`src/rtl/pb_pkg.sv`:
```
// Shared types and helpers for the pushbutton conditioner: debounce FSM
// states and the counter-width rule used by each channel.
package pb_pkg;

  typedef enum logic [1:0] {
    IDLE,
    ARM,
    DOWN,
    DISARM
  } pb_state_t;

  // Bits needed to hold 0..n inclusive, never less than one.
  function automatic int cnt_width(input longint unsigned n);
    int w;
    w = $clog2(n + 1);
    return (w < 1) ? 1 : w;
  endfunction

endpackage

```
`src/rtl/pb_channel.sv`:
```
// One button channel: 2-flop synchroniser, debounce FSM, debounce counter
// and hold counter. All outputs are registered; rel is the release pulse.
module pb_channel
  import pb_pkg::*;
#(
  parameter int unsigned DEBOUNCE_CYC = 500000,
  parameter int unsigned HOLD_CYC     = 50000000,
  parameter bit          ACTIVE_LOW   = 1'b1
) (
  input  logic clk,
  input  logic rst,
  input  logic pb,
  output logic level,
  output logic press,
  output logic rel,
  output logic hold
);

  localparam int CW = cnt_width(DEBOUNCE_CYC);
  localparam int HW = cnt_width(HOLD_CYC);
  localparam logic [CW-1:0] CNT_LAST  = CW'(DEBOUNCE_CYC - 1);
  localparam logic [HW-1:0] HOLD_MAX  = HW'(HOLD_CYC);
  localparam logic [HW-1:0] HOLD_FIRE = HW'((HOLD_CYC == 0) ? 0 : HOLD_CYC - 1);
  localparam bit            HOLD_EN   = (HOLD_CYC != 0);

  logic [1:0]    sync;
  logic          s;
  pb_state_t     state_q, state_d;
  logic [CW-1:0] cnt_q, cnt_d;
  logic [HW-1:0] hcnt_q, hcnt_d;
  logic          level_d, press_d, rel_d, hold_d;

  assign s = sync[1];

  // NOTE: every flop in this block uses <= so all of them see pre-edge values.
  always_ff @(posedge clk) begin
    if (rst) begin
      sync    <= '0;
      state_q <= IDLE;
      cnt_q   <= '0;
      hcnt_q  <= '0;
      level   <= 1'b0;
      press   <= 1'b0;
      rel     <= 1'b0;
      hold    <= 1'b0;
    end else begin
      sync    <= {sync[0], pb ^ ACTIVE_LOW};
      state_q <= state_d;
      cnt_q   <= cnt_d;
      hcnt_q  <= hcnt_d;
      level   <= level_d;
      press   <= press_d;
      rel     <= rel_d;
      hold    <= hold_d;
    end
  end

  // NOTE: hold-current-value defaults come first so no path infers a latch.
  always_comb begin
    state_d = state_q;
    cnt_d   = cnt_q;
    hcnt_d  = hcnt_q;
    case (state_q)
      IDLE: begin
        if (s) begin
          state_d = ARM;
          cnt_d   = '0;
        end
      end
      ARM: begin
        if (!s) begin
          state_d = IDLE;
        end else if (cnt_q == CNT_LAST) begin
          state_d = DOWN;
          hcnt_d  = '0;
        end else begin
          cnt_d = cnt_q + 1'b1;
        end
      end
      DOWN: begin
        if (!s) begin
          state_d = DISARM;
          cnt_d   = '0;
        end
        if (hcnt_q != HOLD_MAX) hcnt_d = hcnt_q + 1'b1;
      end
      DISARM: begin
        if (s) begin
          state_d = DOWN;
        end else if (cnt_q == CNT_LAST) begin
          state_d = IDLE;
        end else begin
          cnt_d = cnt_q + 1'b1;
        end
        if (hcnt_q != HOLD_MAX) hcnt_d = hcnt_q + 1'b1;
      end
      default: state_d = IDLE;
    endcase
  end

  // Hold fires only on the step into HOLD_FIRE (or on the press itself when
  // HOLD_CYC is 1); saturation then keeps it to one pulse per press.
  always_comb begin
    level_d = (state_d == DOWN) || (state_d == DISARM);
    press_d = (state_q == ARM) && (state_d == DOWN);
    rel_d   = (state_q == DISARM) && (state_d == IDLE);
    hold_d  = HOLD_EN && level_d && (hcnt_d == HOLD_FIRE) &&
              (press_d || (hcnt_d != hcnt_q));
  end

endmodule

```
`src/rtl/pb_conditioner.sv`:
```
// N independent pushbutton channels; rel carries the per-channel release
// pulse since "release" is a reserved word.
module pb_conditioner
  import pb_pkg::*;
#(
  parameter int unsigned N            = 1,
  parameter int unsigned DEBOUNCE_CYC = 500000,
  parameter int unsigned HOLD_CYC     = 50000000,
  parameter bit          ACTIVE_LOW   = 1'b1
) (
  input  logic         clk,
  input  logic         rst,
  input  logic [N-1:0] pb,
  output logic [N-1:0] level,
  output logic [N-1:0] press,
  output logic [N-1:0] rel,
  output logic [N-1:0] hold
);

  for (genvar i = 0; i < N; i++) begin : g_ch
    pb_channel #(
      .DEBOUNCE_CYC(DEBOUNCE_CYC),
      .HOLD_CYC    (HOLD_CYC),
      .ACTIVE_LOW  (ACTIVE_LOW)
    ) u_ch (
      .clk  (clk),
      .rst  (rst),
      .pb   (pb[i]),
      .level(level[i]),
      .press(press[i]),
      .rel  (rel[i]),
      .hold (hold[i])
    );
  end

endmodule

```
`config.mk`:
```
export PLATFORM = sky130hd
export DESIGN_NAME = pb_conditioner
export DESIGN_NICKNAME = d
export VERILOG_FILES = /design/src/rtl/pb_pkg.sv /design/src/rtl/pb_channel.sv /design/src/rtl/pb_conditioner.sv
export SDC_FILE = /design/constraint.sdc
export NUM_CORES = 1
export LEC_CHECK = 0
export CORE_MARGIN = 2
export CORE_UTILIZATION = 55
export DETAILED_ROUTE_END_ITERATION = 8
export PLACE_DENSITY = 0.85
export SYNTH_ARGS = -nofsm -noshare
export SYNTH_HDL_FRONTEND = slang
export SYNTH_SLANG_ARGS = --single-unit
```
`constraint.sdc`:
```
create_clock -name clk -period 2.1 [get_ports clk]
set_input_delay 0.42 -clock clk [delete_from_list [all_inputs] [get_ports clk]]
set_output_delay 0.42 -clock clk [all_outputs]
set_load 0.01 [all_outputs]
```
## After elaboration in Yosys (flattened, before gate mapping)

Index checks and enable logic that the tools add are counted.

- Flip-flop bits (word level): 53
- Bits of input ports: 3

- Add/subtract/negate cells: 2
- Equality and inequality tests: 13
- Multiplexer cells: 17
- Bitwise logic cells: 1
- Reductions and logical operators: 10

Operators with widths:

| kind | number |
|---|---|
| $mux 19 | 5 |
| $mux 26 | 3 |
| $pmux 19 s4 | 1 |
| $pmux 26 s2 | 1 |
| $add 26x1->26 const B | 1 |
| $eq 26x26->1 const B | 1 |
| $ne 26x26->1 | 1 |
| $ne 26x26->1 const B | 1 |
| $add 19x1->19 const B | 1 |
| $eq 19x19->1 const B | 1 |
| $mux 2 | 6 |
| $eq 2x2->1 const B | 4 |
| $pmux 2 s4 | 1 |
| $logic_and 1x1->1 | 4 |
| $logic_not 2->1 | 2 |
| $ne 2x1->1 const B | 2 |
| $ne 2x2->1 const B | 2 |
| $reduce_and 4->1 | 1 |
| $eq 2x1->1 const B | 1 |
| $logic_or 1x1->1 | 2 |
| $reduce_or 2->1 | 1 |
| $not 1->1 | 1 |

## Longest topological paths before layout

Gate-level depths: netlist of run 1.

- Depth in word-level cells: 8
- Mapped depth: 9
- Mapped depth without buffers: 9

## Worst setup path before layout of run 1

OpenSTA, ideal clock, no wires.

- Path kind: flip-flop to flip-flop
- From: register g_ch[0].u_ch.hcnt_q[0]
- To: register g_ch[0].u_ch.hold
- Library setup time: 0.060 ns
- Arrival: 2.187 ns
- Required time: 2.040 ns
- Setup slack: -0.147 ns
- Stages on the path, launching flop included: 9
- Path buffers: 0
- Clock period less this slack: 2.247 ns
- Path through: dfxtp_1 > ha_1 > nand4_2 > nor3_4 > nand3_2 > xor2_1 > or4_1 > nor3_2 > o2111a_1

- Longest elaborated chain between the ends: 6
- Elaborated cells between the ends (all ways): 11
- Classes of those cells: add/sub: 1; eq/ne: 3; mux: 4; reduce/logical: 3

Ends and longest elaborated chain:

| what | line | source |
|---|---|---|
| start, declared | pb_channel.sv:30 | `logic [HW-1:0] hcnt_q, hcnt_d;` |
| start signal, assigned | pb_channel.sv:50 | `hcnt_q <= hcnt_d;` |
| $add 26x1->26 (tied with other cells) | pb_channel.sv:85, pb_channel.sv:95 |  |
| $mux 26, on equally long branches | pb_channel.sv:85, pb_channel.sv:95, pb_channel.sv:71 |  |
| $pmux 26 s2 | pb_channel.sv:63 | `case (state_q)` |
| $eq 26x26->1 or $ne 26x26->1 (tied branches) | pb_channel.sv:107, pb_channel.sv:108 |  |
| $logic_and 1x1->1 or $logic_or 1x1->1 (tied branches) | pb_channel.sv:107, pb_channel.sv:108 |  |
| $logic_and 1x1->1 * | pb_channel.sv:107 | `hold_d = HOLD_EN && level_d && (hcnt_d == HOLD_FIRE) &&` |
| end signal, assigned | pb_channel.sv:54 | `hold <= hold_d;` |
| end, declared | pb_channel.sv:16 | `output logic hold` |

Every way passes the cells marked *; elsewhere a longest branch is shown, timed or not.
A chain may end at the register's enable or synchronous reset.

## Worst setup path after layout of run 1

Ends and elaborated chain as after synthesis.

==> results.sh, run 1 <==
export IMPL_synthFlopType="dfxtp_1"
export IMPL_finClkSkew_ns=0.009787
export IMPL_drv_cap=0
export IMPL_synthXorXnorAreaFrac=0.1075
export IMPL_drive_gt1_frac=0.2541
export IMPL_crit_required_ns=2.35
export IMPL_synth_most_common_cell="dfxtp_1"
export IMPL_multiInputGateArea_sq_um=1600
export IMPL_syn_to_final_growth_pct=22.94
export IMPL_slew_headroom=0.7339
export IMPL_core_area_sq_um=4723
export IMPL_post_place_ws_ns=-0.2310
export IMPL_power_frac_seq=0.621
export IMPL_gp_congestion=0.9081
export IMPL_seq_area_sq_um=1087
export IMPL_vias=2553
export IMPL_wl_microns=6871
export IMPL_grt_util_all_layers=0.2617
export IMPL_netlist_area_sq_um=2689
export IMPL_leakage_nw=1.281
export IMPL_clkTransAtPathRegs_ns=0.10
export IMPL_syn_area_per_cell_sq_um=8.536
export IMPL_cts_sinks=53
export IMPL_yosysSeqAreaShare=0.3946
export IMPL_postRouteAntennaNets=0
export IMPL_dp_cells=414
export IMPL_post_route_period_util=0.9996
export IMPL_synth_compound_area_share=0.07911
export IMPL_switchingPower_mw=0.3665
export IMPL_clockRootBuffer="clkbuf_8"
export IMPL_io_pins=7
export IMPL_grt_pass1_wl_microns=11030
export IMPL_drc=0
export IMPL_clk_latency_ns=0.31
export IMPL_cp_depth=10
export IMPL_netlist_top_cells_count="dfxtp_1, nor2_1, nand2_1"
export IMPL_max_stage_delay_ns=0.44
export IMPL_cp_start_kind="register"
export IMPL_ys_warnings_count=0
export IMPL_dp_hpwl_microns=4513
export IMPL_yosys_area_share_simple=0.3504
export IMPL_overflow=0
export IMPL_setup_ws_ns=0.0008764
export IMPL_rsz0062_at_grt="yes"
export IMPL_ir_drop_uv=529.5
export IMPL_worst_path_buf_inv=3
export IMPL_min_period_ns=2.099
export IMPL_yosys_mux_area_fraction=0.01163
export IMPL_viasPerCell=5.951
export IMPL_startpoint="g_ch[0].u_ch.hcnt_q[0]"
export IMPL_cts_max_level=2
export IMPL_worst_pin_slew_ns=0.3936
export IMPL_wl_per_cell_microns=16.02
export IMPL_numCtsBuffers=5
export IMPL_die_h_microns=73.92
export IMPL_rr_startpoint="g_ch[0].u_ch.hcnt_q[0]"
export IMPL_max_clock_path_buffers=2
export IMPL_syn_num_nets=321
export IMPL_pwr_share_clk=0.358
export IMPL_cts_hold_buffers=0
export IMPL_internal_power_mw=1.247
export IMPL_path_delay_family="simple AND/OR/NAND/NOR gates"
export IMPL_worstHoldStart="g_ch[0].u_ch.sync[0]"
export IMPL_fmax_ghz=0.4764
export IMPL_antennaDiodeCount=0
export IMPL_hold_class="reg2reg"
export IMPL_maxSlewViolCount=0
export IMPL_ys_async_sr_fraction=0
export IMPL_fillers=312
export IMPL_ys_seq_elements=53
export IMPL_synth_cell_type_count=57
export IMPL_cp_end_kind="register"
export IMPL_num_rows=25
export IMPL_synth_area_leaders="dfxtp_1, nor2_1, xor2_1"
export IMPL_antenna_found_initial=0
export IMPL_synth_edf_count=0
export IMPL_total_power_mw=1.614
export IMPL_worst_path_max_fanout=7
export IMPL_synth_top_family_by_area="simple AND/OR/NAND/NOR gates"
export IMPL_r2r_cells=10
export IMPL_cp_common_cell="buf_4"
export IMPL_cts_tree="yes"
export IMPL_status="complete, no violations"
export IMPL_fin_cells=429
export IMPL_postSynthCellCount=315
export IMPL_grt_max_degree=19
export IMPL_start_util=0.5693
export IMPL_p_sw_frac=0.2271
export IMPL_cp_data_arrival_time_ns=2.35
export IMPL_nets=367
export IMPL_worstHoldPathCells=1
export IMPL_die_area_sq_um=5464
export IMPL_yosysTopAreaCellShare=0.3946
export IMPL_chipWidth_microns=73.92
export IMPL_crit_chain="buf_4 > inv_1 > ha_1 > nor4b_4 > nand4_1 > o21ai_1 > buf_4 > or3_2 > a21oi_1 > o2111a_1"
export IMPL_cpMaxStageDelayCell="or3_2"
export IMPL_power_density_nw_per_um2=488.2
export IMPL_combPwrFrac=0.022
export IMPL_yosysTopAreaCell="dfxtp_1"
export IMPL_hold_viol=0
export IMPL_portBuffers=6
export IMPL_drtPass1Iterations=5
export IMPL_grt_pass1_vias=2398
export IMPL_setup_viol=0
export IMPL_worstSetupPathType="reg2reg"
export IMPL_drt_iter0_drc=237
export IMPL_synth_adder_area_share=0.01396
## power groups by stage
stage	Clock (mW)	Sequential, mW	Combinational, mW
floorplan	0	1.03	0.0198
global placement	0	1.03	0.0330
detailed placement	0	1.03	0.0340
finish	0.577	1.00	0.0347
CTS	0.581	1.01	0.0339
global route	0.621	1.00	0.0384
## stage by stage
stage	area, sq um	hold slack, ns	util	TNS, ns
final	3306	0.4526	0.6999	0
after global routing	3306	0.4618	0.6999	-0.09813
after CTS	3227	0.4561	0.6832	0
after detailed placement	3064	0.4477	0.6487	-0.2310
after global placement	3064	0.4177	0.6487	-0.1865
after floorplan	2709	0.4138	-	0
## registers in the layout, indices dropped and copies added, names as in the netlist
register           cells
g_ch.u_ch.hcnt_q      26
g_ch.u_ch.state_q      2
g_ch.u_ch.press        1
g_ch.u_ch.cnt_q       19
g_ch.u_ch.level        1
g_ch.u_ch.rel          1
g_ch.u_ch.sync         2
g_ch.u_ch.hold         1
## worst register-to-register path, delay by kind of cell (launching register included)
family | cells | cell delay, ns
buf+inv | 3 | 0.34
fa+ha+maj | 1 | 0.22
flops | 1 | 0.38
compound gates | 3 | 0.42
simple gates | 3 | 0.67
## final timing paths
| path | slack, ns | to |
|---|---|---|
| hold / removal | 0.45 | g_ch[0].u_ch.sync[1] |
| hold reg to reg | 0.45 | g_ch[0].u_ch.sync[1] |
| setup reg to reg | 0.0009 | g_ch[0].u_ch.hold |
| setup / recovery | 0.0009 | g_ch[0].u_ch.hold |
## area by class of cell
cell class	count	share of cell area
clock buffer	6	0.02195
clock inverter	2	0.004542
inverter	7	0.007949
multi-input combinational	241	0.4841
sequential	53	0.3289
tap	67	0.02536
timing repair buffer	53	0.1272
## logic make-up after synthesis
| family | count (synthesis) |
|---|---|
| and+or+nand+nor | 167 |
| DFF | 53 |
| AOI/OAI and AO/OA | 35 |
| xor gates and xnor gates | 33 |
| buffers and inverters | 21 |
| muxes | 3 |
| adders and majority gates | 3 |
## layout by cell type, fill, tap and decap left out, types with 3 or more instances in the layout
master           count
nor3_1               3
and3_1               4
o21ai_0              6
o21a_1               3
and4_1               5
nand3_1             22
nand4b_1             3
nor3b_1              4
o21ai_1              4
buf_4               45
a21oi_1             13
dfxtp_2              6
nand4_1             13
nor2_1              47
and3_2               3
dfxtp_1             42
xnor2_1             13
clkdlybuf4s50_1      6
nor3_4               3
nor2b_1              4
nand2_1             25
or3_1                3
inv_1                7
xor2_1              20
dfxtp_4              5
clkbuf_8             5
nor4_1               3
## layer usage
layer | vias up | track usage | part of all wire
met1 | 1220 | 0.3265 | 0.42
li1 | 1193 | - | -
met2 | 113 | 0.4444 | 0.48
met5 | - | 0 | 0
met3 | 27 | 0.06036 | 0.070
met4 | 0 | 0.08889 | 0.027
## what timing repair did
item	4_1_cts	5_1_grt
setup endpoints to repair	1	6
pin swaps	6	11
setup buffers	5	2
gates resized for setup	13	21
(Power assumes the default switching activity.)
==> run 2, diff against run 1 <==
==> constraint.sdc (replaced) <==
create_clock -name clk -period 2.1 [get_ports clk]
set_input_delay 0.525 -clock clk [delete_from_list [all_inputs] [get_ports clk]]
set_output_delay 0.525 -clock clk [all_outputs]
set_load 0.01 [all_outputs]
==> results.sh, run 2 (same netlist as run 1, synthesis figures left out) <==
export IMPL_met1_usage=0.3299
export IMPL_regMostFlops="g_ch.u_ch.hcnt_q"
export IMPL_final_common_cell="nor2_1"
export IMPL_clkTransAtPathRegs_ns=0.10
export IMPL_io_pins=7
export IMPL_cp_start_kind="register"
export IMPL_drc=0
export IMPL_grt_pass1_vias=2320
export IMPL_max_clock_path_buffers=2
export IMPL_gp_congestion=0.9188
export IMPL_final_cell_mix="nor2_1, buf_4, dfxtp_1"
export IMPL_die_h_microns=73.92
export IMPL_rsz0062_at_grt="yes"
export IMPL_num_rows=25
export IMPL_portBuffers=6
export IMPL_power_density_nw_per_um2=486.9
export IMPL_hold_class="reg2reg"
export IMPL_max_stage_delay_ns=0.50
export IMPL_core_area_sq_um=4723
export IMPL_fmax_ghz=0.4742
export IMPL_cts_hold_buffers=0
export IMPL_start_util=0.5693
export IMPL_cpMaxStageDelayCell="or4_4"
export IMPL_clockRootBuffer="clkbuf_8"
export IMPL_post_route_period_util=1.004
export IMPL_grt_pass1_wl_microns=10420
export IMPL_cts_tree="yes"
export IMPL_grt_max_degree=19
export IMPL_vias=2519
export IMPL_crit_required_ns=2.37
export IMPL_crit_chain="nand3_2 > nor4_4 > nand3_1 > xor2_1 > or4_4 > nor3_4 > o2111a_1"
export IMPL_drtPass1Iterations=7
export IMPL_busiest_layer="met2"
export IMPL_viasPerCell=5.941
export IMPL_ir_drop_uv=604.1
export IMPL_clk_latency_ns=0.32
export IMPL_cts_max_level=2
export IMPL_slew_headroom=0.7158
export IMPL_antennaDiodeCount=0
export IMPL_worstSetupPathType="reg2reg"
export IMPL_postRouteAntennaNets=0
export IMPL_violations="negative setup slack"
export IMPL_grt_use_met2=0.3869
export IMPL_maxSlewViolCount=0
export IMPL_setup_ws_ns=-0.008921
export IMPL_die_area_sq_um=5464
export IMPL_cp_end_kind="register"
export IMPL_drive_gt1_frac=0.2689
export IMPL_finClkSkew_ns=0.01114
export IMPL_chipWidth_microns=73.92
export IMPL_numCtsBuffers=5
export IMPL_nets=362
export IMPL_holdWs_ns=0.4512
export IMPL_drt_iter0_drc=249
export IMPL_worst_path_max_fanout=4
export IMPL_wl_per_cell_microns=16.18
export IMPL_hold_viol=0
export IMPL_fillers=314
export IMPL_total_power_mw=1.614
export IMPL_drv_cap=0
export IMPL_dp_hpwl_microns=4444
export IMPL_overflow=0
export IMPL_wl_microns=6860
export IMPL_setup_viol=1
export IMPL_leakage_nw=1.291
export IMPL_tns_ns=-0.008921
export IMPL_use_met3=0.05898
export IMPL_reg_top3="g_ch.u_ch.hcnt_q (26), g_ch.u_ch.cnt_q (19)"
export IMPL_status="complete, but fails checks"
export IMPL_grt_util_all_layers=0.2474
export IMPL_min_period_ns=2.109
export IMPL_worst_pin_slew_ns=0.4219
export IMPL_cts_sinks=53
export IMPL_antenna_found_initial=0
export IMPL_largest_reg_flops=26
export IMPL_syn_to_final_growth_pct=23.31
export IMPL_cp_data_arrival_time_ns=2.38
==> run 2: final cells by class <==
cell class	count	area, sq um	share of cell area
clock buffers	6	72.57	0.02189
inverters	7	26.28	0.007925
flip-flops and latches	53	1092	0.3294
clock inverters	2	13.76	0.004151
repair buffers	48	379.1	0.1143
multi-input cells	241	1648	0.4970
well taps	67	83.83	0.02528
==> run 2: repair_timing <==
item | CTS | global route
endpoints found under the setup margin | 1 | 6
gates resized for setup | 11 | 32
pin swaps | 2 | 16
endpoints found under the hold margin | 0 | 0
buffers inserted | 0 | 3
==> run 2: report_power, final <==
part	switching, mW	internal [mW]	total [mW]	leakage [nW]
Sequential	0.00222	1.00	1.00	0.436
Combinational	0.0227	0.0117	0.0344	0.809
Clock	0.340	0.238	0.578	0.0456
==> run 2: layer usage <==
layer | routed length (microns) | vias to the layer above
met3 | 533 | 36
li1 | - | 1181
met5 | 0 | -
met4 | 238 | 0
met1 | 2837 | 1187
met2 | 3250 | 115
==> run 2: worst paths after layout <==
check / from / endpoint / slack, ns / depth (start not counted)
min reg2reg: g_ch[0].u_ch.sync[0] / g_ch[0].u_ch.sync[1] / 0.45 / 1
min: g_ch[0].u_ch.sync[0] / g_ch[0].u_ch.sync[1] / 0.45 / 1
max: g_ch[0].u_ch.hcnt_q[3] / g_ch[0].u_ch.hold / -0.009 / 7
max reg2reg: g_ch[0].u_ch.hcnt_q[3] / g_ch[0].u_ch.hold / -0.009 / 7
==> run 2: through the flow <==
stage / utilization / instance area, sq um / worst slack (ns) / cells
after detailed placement: 0.6472 / 3057 / -0.4337 / 413
after CTS: 0.6728 / 3178 / 0.008796 / 421
after global placement: 0.6472 / 3057 / -0.2883 / 413
after global routing: 0.7020 / 3316 / -0.1835 / 424
final: 0.7020 / 3316 / -0.008921 / 424
after floorplan: - / 2709 / 0.04584 / 315
==> run 2: critical path, delay by kind of cell, from the launching register on <==
kind                      cells  cell delay (ns)
AOI/OAI and AO/OA             1             0.19
xor gates and xnor gates      1             0.17
DFF                           1             0.41
and+or+nand+nor               5             1.29
==> run 3, diff against run 2 <==
Settings changed: CTS_CLUSTER_SIZE set to 40, DONT_BUFFER_PORTS set to 1, PLACE_DENSITY 0.85 to 0.83, RECOVER_POWER set to 25.
==> results.sh, run 3 (same netlist as run 1, synthesis figures left out) <==
export IMPL_hold_class="in2reg"
export IMPL_power_frac_seq=0.620
export IMPL_nets=354
export IMPL_worstHoldStart="rst"
export IMPL_io_pins=7
export IMPL_cp_end_kind="register"
export IMPL_hold_viol=0
export IMPL_fmax_ghz=0.4846
export IMPL_clockRootBuffer="clkbuf_8"
export IMPL_internal_power_mw=1.249
export IMPL_core_area_sq_um=4723
export IMPL_status="complete, no violations"
export IMPL_wl_microns=6282
export IMPL_crit_required_ns=2.36
export IMPL_r2r_end="g_ch[0].u_ch.hold"
export IMPL_r2r_cells=8
export IMPL_start_util=0.5693
export IMPL_grt_pass1_vias=2175
export IMPL_num_rows=25
export IMPL_dp_hpwl_microns=4577
export IMPL_fin_cells=416
export IMPL_chipWidth_microns=73.92
export IMPL_die_area_sq_um=5464
export IMPL_dp_cells=407
export IMPL_cp_data_arrival_time_ns=2.32
export IMPL_cp_start_kind="register"
export IMPL_place_area_sq_um=3009
export IMPL_vias=2351
export IMPL_worstSetupPathType="reg2reg"
export IMPL_pwr_share_clk=0.365
export IMPL_hold_path_end="g_ch[0].u_ch.hcnt_q[0]"
export IMPL_syn_to_final_growth_pct=17.31
export IMPL_slew_headroom=0.1752
export IMPL_worst_pin_slew_ns=1.235
export IMPL_final_cell_mix="nor2_1, dfxtp_1, buf_4"
export IMPL_rsz0062_at_grt="yes"
export IMPL_postRouteAntennaNets=0
export IMPL_drive_gt1_frac=0.2178
export IMPL_drt_iter0_drc=117
export IMPL_worstHoldPathCells=1
export IMPL_portBuffers=0
export IMPL_grt_util_all_layers=0.2388
export IMPL_grt_pass1_wl_microns=9991
export IMPL_maxSlewViolCount=0
export IMPL_rr_startpoint="g_ch[0].u_ch.hcnt_q[0]"
export IMPL_die_h_microns=73.92
export IMPL_gp_congestion=0.9356
export IMPL_final_common_cell="nor2_1"
export IMPL_ir_drop_uv=411.7
export IMPL_fillers=386
export IMPL_largest_reg_flops=26
export IMPL_antenna_found_initial=0
export IMPL_max_clock_path_buffers=2
export IMPL_drtPass1Iterations=4
export IMPL_overflow=0
export IMPL_reg_top3="g_ch.u_ch.hcnt_q (26), g_ch.u_ch.cnt_q (19)"
export IMPL_setup_viol=0
export IMPL_regMostFlops="g_ch.u_ch.hcnt_q"
export IMPL_switchingPower_mw=0.3741
export IMPL_leakage_nw=1.215
export IMPL_clkTransAtPathRegs_ns=0.10
export IMPL_seq_area_sq_um=1075
export IMPL_numCtsBuffers=5
export IMPL_drv_cap=0
export IMPL_final_design_area_no_fill_sq_um=3154
export IMPL_grt_max_degree=20
export IMPL_finClkSkew_ns=0.006125
export IMPL_min_period_ns=2.063
export IMPL_total_power_mw=1.624
export IMPL_r2r_setup_slack_ns=0.04
export IMPL_viasPerCell=5.651
export IMPL_wl_per_cell_microns=15.10
export IMPL_cts_hold_buffers=0
export IMPL_antennaDiodeCount=0
export IMPL_cts_tree="yes"
export IMPL_drc=0
export IMPL_power_density_nw_per_um2=514.7
export IMPL_combPwrFrac=0.015
export IMPL_worst_path_max_fanout=7
export IMPL_post_route_period_util=0.9826
export IMPL_p_sw_frac=0.2304
export IMPL_multiInputGateArea_sq_um=1570
export IMPL_tns_ns=0
export IMPL_cts_sinks=53
export IMPL_clk_latency_ns=0.31
export IMPL_cts_max_level=2
[run 3: changes by cell type in the layout (fill, tap and decap cells not counted), moves of 2 or more]
cell,previous run,this run
nor3_4,4,1
nor4b_1,0,2
nor2_1,47,49
buf_4,41,38
dfxtp_1,38,46
dfxtp_2,10,5
nor4b_2,2,0
nor3_2,1,4
dfxtp_4,5,2
clkdlybuf4s50_1,6,0
nand3_1,20,22
nor2_2,2,0
[run 3: area by class of cell]
type / count / area share
clock inverter: 3 / 0.006743
tap: 67 / 0.02658
multi-input combinational: 241 / 0.4978
inverter: 7 / 0.008330
clock buffer: 5 / 0.02182
timing repair buffer: 40 / 0.09798
sequential: 53 / 0.3407
[run 3: stage by stage]
| step | util | hold slack, ns | worst slack [ns] |
|---|---|---|---|
| after floorplan | - | 0.4138 | 0.04584 |
| after global placement | 0.6371 | 0.4311 | 0.04346 |
| after detailed placement | 0.6371 | 0.4338 | -0.07284 |
| after CTS | 0.6575 | 0.2566 | 0.003668 |
| after global routing | 0.6678 | 0.2485 | -0.05292 |
| final | 0.6678 | 0.2585 | 0.03664 |
[run 3: metal layers]
layer | track usage | up-vias | share of wire
li1 | - | 1170 | -
met2 | 0.3671 | 54 | 0.46
met5 | 0 | - | 0
met1 | 0.3347 | 1119 | 0.49
met4 | 0.06869 | 0 | 0.010
met3 | 0.05761 | 8 | 0.046
[run 3: how the worst max path moves through the flow]
stage | cells past startpoint | startpoint | slack (ns) | end
2_1_floorplan | 7 | rst | 0.05 | g_ch[0].u_ch.hold
3_3_place_gp | 7 | g_ch[0].u_ch.state_q[1] | 0.04 | g_ch[0].u_ch.hold
3_5_place_dp | 7 | g_ch[0].u_ch.state_q[1] | -0.07 | g_ch[0].u_ch.hold
4_1_cts | 8 | g_ch[0].u_ch.hcnt_q[0] | 0.004 | g_ch[0].u_ch.hold
5_1_grt | 8 | g_ch[0].u_ch.hcnt_q[0] | -0.05 | g_ch[0].u_ch.hold
6_report | 8 | g_ch[0].u_ch.hcnt_q[0] | 0.04 | g_ch[0].u_ch.hold
[run 3: power by group through the flow]
stage | Combinational, mW | Sequential, mW | Clock, mW
finish | 0.0250 | 1.01 | 0.593
global placement | 0.0241 | 1.03 | 0
floorplan | 0.0198 | 1.03 | 0
global route | 0.0265 | 1.01 | 0.625
detailed placement | 0.0245 | 1.03 | 0
CTS | 0.0247 | 1.01 | 0.596
[run 3: what timing repair did]
action                                  CTS  global route
pin swaps                                 1             3
cloned                                    0             0
setup buffers                             0             1
endpoints found under the setup margin    1             6
resized for setup                         3            13
hold endpoints to repair                  0             0
[run 3: worst max-delay path, stage by stage (launching register included)]
cell      delay [ns]
dfxtp_4         0.40
ha_4            0.15
nand4_4         0.13
nor3_4          0.23
nand3_2         0.09
xor2_1          0.16
or4_1           0.54
nor3_2          0.12
o2111a_1        0.19
